**src/rtl/mem_port_arbiter.sv**
```systemverilog
// Two-requester arbiter and sequencer for the shared instruction/data memory port.
// Optional define ARB_CORE_PRIORITY_EN selects fixed core priority instead of round-robin.
module mem_port_arbiter #(
  parameter int unsigned AW      = 32,
  parameter int unsigned DW      = 32,
  parameter int unsigned MEM_LAT = 2
) (
  input  logic          clk,
  input  logic          reset,
  input  logic          core_req,
  input  logic          core_we,
  input  logic [AW-1:0] core_addr,
  input  logic [DW-1:0] core_wdata,
  output logic          core_gnt,
  output logic          core_rvalid,
  output logic [DW-1:0] core_rdata,
  input  logic          ext_req,
  input  logic          ext_we,
  input  logic [AW-1:0] ext_addr,
  input  logic [DW-1:0] ext_wdata,
  output logic          ext_gnt,
  output logic          ext_rvalid,
  output logic [DW-1:0] ext_rdata,
  output logic          mem_en,
  output logic          mem_we,
  output logic [AW-1:0] mem_addr,
  output logic [DW-1:0] mem_wdata,
  input  logic [DW-1:0] mem_rdata,
  output logic          busy
);

  localparam int unsigned   CW       = 4;
  localparam logic [CW-1:0] LAT_INIT = CW'(MEM_LAT - 1);
  localparam logic          REQ_CORE = 1'b0;
  localparam logic          REQ_EXT  = 1'b1;

  typedef enum logic {
    IDLE    = 1'b0,
    RD_WAIT = 1'b1
  } state_t;

  state_t        state, state_next;
  logic [CW-1:0] cnt, cnt_next;
  logic          owner, owner_next;
  logic          winner;

`ifndef ARB_CORE_PRIORITY_EN
  logic rr_last, rr_next;

  // Round-robin history; reset to EXT so the core takes the first tie.
  always_ff @(posedge clk or posedge reset) begin
    if (reset) rr_last <= REQ_EXT;
    else       rr_last <= rr_next;
  end
`endif

  // Winner selection: sole requester, or tie-break.
  always_comb begin
    if (core_req && ext_req) begin
`ifdef ARB_CORE_PRIORITY_EN
      winner = REQ_CORE;
`else
      winner = ~rr_last;
`endif
    end else begin
      winner = ext_req ? REQ_EXT : REQ_CORE;
    end
  end

  // State register.
  always_ff @(posedge clk or posedge reset) begin
    if (reset) begin
      state <= IDLE;
      cnt   <= '0;
      owner <= REQ_CORE;
    end else begin
      state <= state_next;
      cnt   <= cnt_next;
      owner <= owner_next;
    end
  end

  // Next state and command/response routing; everything held at 0 during reset.
  always_comb begin
    state_next  = state;
    cnt_next    = cnt;
    owner_next  = owner;
`ifndef ARB_CORE_PRIORITY_EN
    rr_next     = rr_last;
`endif
    core_gnt    = 1'b0;
    core_rvalid = 1'b0;
    core_rdata  = '0;
    ext_gnt     = 1'b0;
    ext_rvalid  = 1'b0;
    ext_rdata   = '0;
    mem_en      = 1'b0;
    mem_we      = 1'b0;
    mem_addr    = '0;
    mem_wdata   = '0;
    busy        = 1'b0;

    if (!reset) begin
      unique case (state)
        IDLE: begin
          if (core_req || ext_req) begin
            mem_en     = 1'b1;
            owner_next = winner;
`ifndef ARB_CORE_PRIORITY_EN
            rr_next    = winner;
`endif
            if (winner == REQ_EXT) begin
              ext_gnt   = 1'b1;
              mem_we    = ext_we;
              mem_addr  = ext_addr;
              mem_wdata = ext_wdata;
            end else begin
              core_gnt  = 1'b1;
              mem_we    = core_we;
              mem_addr  = core_addr;
              mem_wdata = core_wdata;
            end
            // Writes complete in the grant cycle; reads wait out the latency.
            if (!mem_we) begin
              state_next = RD_WAIT;
              cnt_next   = LAT_INIT;
            end
          end
        end
        RD_WAIT: begin
          busy = 1'b1;
          if (cnt == '0) begin
            state_next = IDLE;
            if (owner == REQ_EXT) begin
              ext_rvalid = 1'b1;
              ext_rdata  = mem_rdata;
            end else begin
              core_rvalid = 1'b1;
              core_rdata  = mem_rdata;
            end
          end else begin
            cnt_next = cnt - CW'(1);
          end
        end
        default: state_next = IDLE;
      endcase
    end
  end

endmodule

```
**config.mk**
```make
export PLATFORM = sky130hd
export DESIGN_NAME = mem_port_arbiter
export DESIGN_NICKNAME = d
export VERILOG_FILES = /design/src/rtl/mem_port_arbiter.sv
export SDC_FILE = /design/constraint.sdc
export NUM_CORES = 1
export LEC_CHECK = 0
export CAP_MARGIN = 20
export CELL_PAD_IN_SITES_DETAIL_PLACEMENT = 2
export CELL_PAD_IN_SITES_GLOBAL_PLACEMENT = 2
export CORE_MARGIN = 5
export CORE_UTILIZATION = 10
export CTS_BUF_LIST = sky130_fd_sc_hd__clkbuf_16
export CTS_CLUSTER_DIAMETER = 80
export CTS_CLUSTER_SIZE = 12
export DETAILED_ROUTE_END_ITERATION = 7
export HOLD_SLACK_MARGIN = 0.08
export PLACE_DENSITY = 0.95
export SKIP_LAST_GASP = 1
export SLEW_MARGIN = 20
export SYNTH_ARGS = -nofsm -noshare
export SYNTH_HDL_FRONTEND = slang
export SYNTH_SLANG_ARGS = --single-unit
```
**constraint.sdc**
```tcl
create_clock -name clk -period 2.1 [get_ports clk]
set_clock_uncertainty 0.15 [all_clocks]
set_input_delay 0.42 -clock clk [delete_from_list [all_inputs] [get_ports clk]]
set_output_delay 0.42 -clock clk [all_outputs]
set_load 0.05 [all_outputs]
```
==> results of run 1 <==
[power by group]
part	switching (µW)	internal, µW	total, µW
clock	92.2	250	342
combinational	2330	2450	4780
sequential	69.2	204	274
total	2490	2910	5400
[synth_stat cells, drive strengths merged (2+ instances only)]
master and instances:
nand3 2, dfrtp 6, buf 16, a21bo 2, clkbuf 4, nand2 3, a31oi 2, nand2b 2
inv 6, a21oi 5, a22o 65, nor2 11, and2 65
[layer usage]
| layer | share of wire (%) | up-vias | track usage, % |
|---|---|---|---|
| met5 | 0.075 | - | 0 |
| met4 | 4.6 | 2 | 13.7 |
| met3 | 6.1 | 60 | 6.87 |
| met2 | 57 | 213 | 51.2 |
| li1 | - | 1459 | - |
| met1 | 32 | 1700 | 25.1 |
[through the flow]
step                      instances  util, %
after detailed placement        694     43.0
after global placement          694     43.0
after floorplan                 202        -
after CTS                       734     51.5
final                           743     52.2
after global routing            743     52.2
[final cells by class]
cell class	instances	area [µm²]	area share [%]
Timing Repair Buffer	363	5330	67.6
Clock buffer	3	75.1	0.952
Tap cell	188	235	2.98
Antenna cell	6	15.0	0.190
Inverter	6	22.5	0.286
Sequential cell	7	178	2.25
Clock inverter	1	3.75	0.0476
Multi-Input combinational cell	169	2020	25.7
[worst max-delay path: cells and delay by family (launching register included)]
| kind | cells | cell delay (ns) |
|---|---|---|
| adders and majority gates | 1 | 0.13 |
| buffers and inverters | 4 | 0.48 |
| DFF | 1 | 0.38 |
| and+or+nand+nor | 4 | 0.65 |
[cells by family (layout without fill, tap and decap cells)]
logic type | after synthesis | count (layout) | synth area share, %
muxes | 1 | 1 | 0.654
other | 0 | 6 | 0
adders and majority gates | 1 | 1 | 0.818
DFF | 7 | 7 | 11.5
and+or+nand+nor | 88 | 88 | 34.3
buffers and inverters | 26 | 373 | 8.99
AOI/OAI and AO/OA | 79 | 79 | 43.7
[sequential cells by signal, indices dropped and copies added (netlist names)]
register,flops
cnt,4
owner,1
rr_last,1
state,1
[final timing paths]
kind                                from             end  cells past startpoint
worst max-delay path              cnt[0]  core_rdata[21]                      9
worst min-delay path               reset          cnt[1]                      3
worst max register to register     state          cnt[2]                      6
worst min register to register     state           state                      2
max in group asynchronous          reset         rr_last                      3
min in group clk                core_req         rr_last                      2
[what timing repair did]
item | CTS | global route
hold buffers | 0 | 0
cloned | 16 | 4
gates resized for setup | 117 | 32
pin swaps | 56 | 34
setup buffers | 24 | 10
setup endpoints to repair | 137 | 134
==> key figures, run 1 <==
Drt
  • Final wirelength: 25.4 mm
  • Post-route ant nets: 0
  • TritonRoute pass-1 iters: 4
  • Drt first-iter violations: 113
  • DRC Markers: 0
  • Via count: 3,434
  • DR WL/cell: 34.1 µm
  • Drt via density: 4.62

Synthesis
  • Biggest area consumer among synthesized cells: a22o_1
  • Synth top area cells: a22o_1, and2_1, dfrtp_1
  • Synth cell types: 28
  • Sequential share of the synthesized area: 11.5%
  • Cells after synthesis: 202
  • Post-synthesis async set-or-reset flop share: 100%
  • EDFF count, synth: 0
  • Synthesized area per cell: 7.58 µm²
  • Yosys reg bits: 7
  • Syn Nets: 369
  • YS warnings: 0
  • Mapped Area: 1530 µm²
  • Synth top area share: 37.2%
  • Top_reg_cell synth: dfrtp_1

Global routing
  • Number of global-route vias before repair: 4,063
  • Initial antenna violation count: 7
  • Overflow after GRT: 0
  • First-pass GRT wire length: 33.6 mm
  • Gr usage total: 26.3%
  • Pin count of the biggest net entering global routing: 34

STA
  • F_max: 403 MHz
  • Worst Max-Slew Pin Slew: 0.344 ns
  • Final Max Slew Viols: 0
  • Fin Hold WS: 0.198 ns
  • Count of final setup violators: 133
  • Fin. Hold Viols: 0
  • Slew HR: 77.0%
  • Setup TNS: -41.83 ns
  • Tmin final: 2.48 ns
  • Setup repair after global routing missed its margin: true
  • Setup ws final: -0.380 ns
  • Period utilization: 118%

Setup path
  • Data arrival, critical path: 1.91 ns
  • Reg-to-reg slack, setup: 0.16 ns
  • CP required: 1.53 ns
  • Worst path slowest cell: dfrtp_1
  • Max stage delay on crit path: 0.38 ns
  • CP endpoint kind: primary output
  • Worst path cell trace: inv_2 -> ha_4 -> nor2b_4 -> nand3_4 -> nor2_4 -> buf_12 -> buf_8 -> and2_4 -> buf_12
  • Most frequent CP cell: buf_12
  • Critical Path Start Type: flip-flop
  • CP Max Fanout: 5
  • WS Path Type: flip-flop to primary output

Min path
  • Worst hold path class: input pin to async pin

Cells and area
  • Final instance area: 7880 µm²
  • Fin nets: 717
  • Most frequent cells in the layout: clkdlybuf4s50_1, buf_12, a22o_4
  • Fill cells: 1,376
  • Area delta synth->final: 415%
  • Commonest non-fill, non-tap cell in the layout: clkdlybuf4s50_1
  • Share of post-route cells with drive strength above 1: 64.3%

Placed design
  • IO buf count: 300
  • Worst slack at placement: -0.569 ns
  • Placed instance area: 6480 µm²
  • DP Wirelength: 16.3 mm
  • GP Congestion: 0.830

Clocking
  • Number of H-tree levels: 1
  • CTS tree: done
  • Num CTS Buffers: 3
  • Clock transition at path regs: 0.04 ns
  • Clk_lat worst skew: 0.24 ns
  • Bufs on Longest Clock Path: 2
  • Number of clock sinks: 7
  • Root buffer cell: clkbuf_16

Floorplan
  • Starting Density: 10.1%
  • Die W: 134 µm
  • Height of the die: 134 µm
  • I/O Pins: 301
  • Core ar.: 15,100 µm²
  • Die area: 17,900 µm²
  • # rows: 45

Power and ir drop
  • Pwr Density: 684 nW/µm²
  • LEAKAGE: 0.00338 µW
  • Total Power: 5400 µW
  • Peak supply drop: 0.531 mV

Run
  • Total of max-cap violations: 0

Outcome
  • Status: finished with violations
  • Failing checks: setup timing
Note: power is estimated with default switching activity, not from simulation.
==> run 2: changes to the inputs <==
--- a/config.mk
+++ b/config.mk
@@ -11,7 +11,7 @@
 export CORE_MARGIN = 5
 export CORE_UTILIZATION = 10
 export CTS_BUF_LIST = sky130_fd_sc_hd__clkbuf_16
-export CTS_CLUSTER_DIAMETER = 80
+export CTS_CLUSTER_DIAMETER = 120
 export CTS_CLUSTER_SIZE = 12
 export DETAILED_ROUTE_END_ITERATION = 7
 export HOLD_SLACK_MARGIN = 0.08
==> results of run 2 <==
Same layout as run 1: the final DEF is identical, and so are final timing and power.
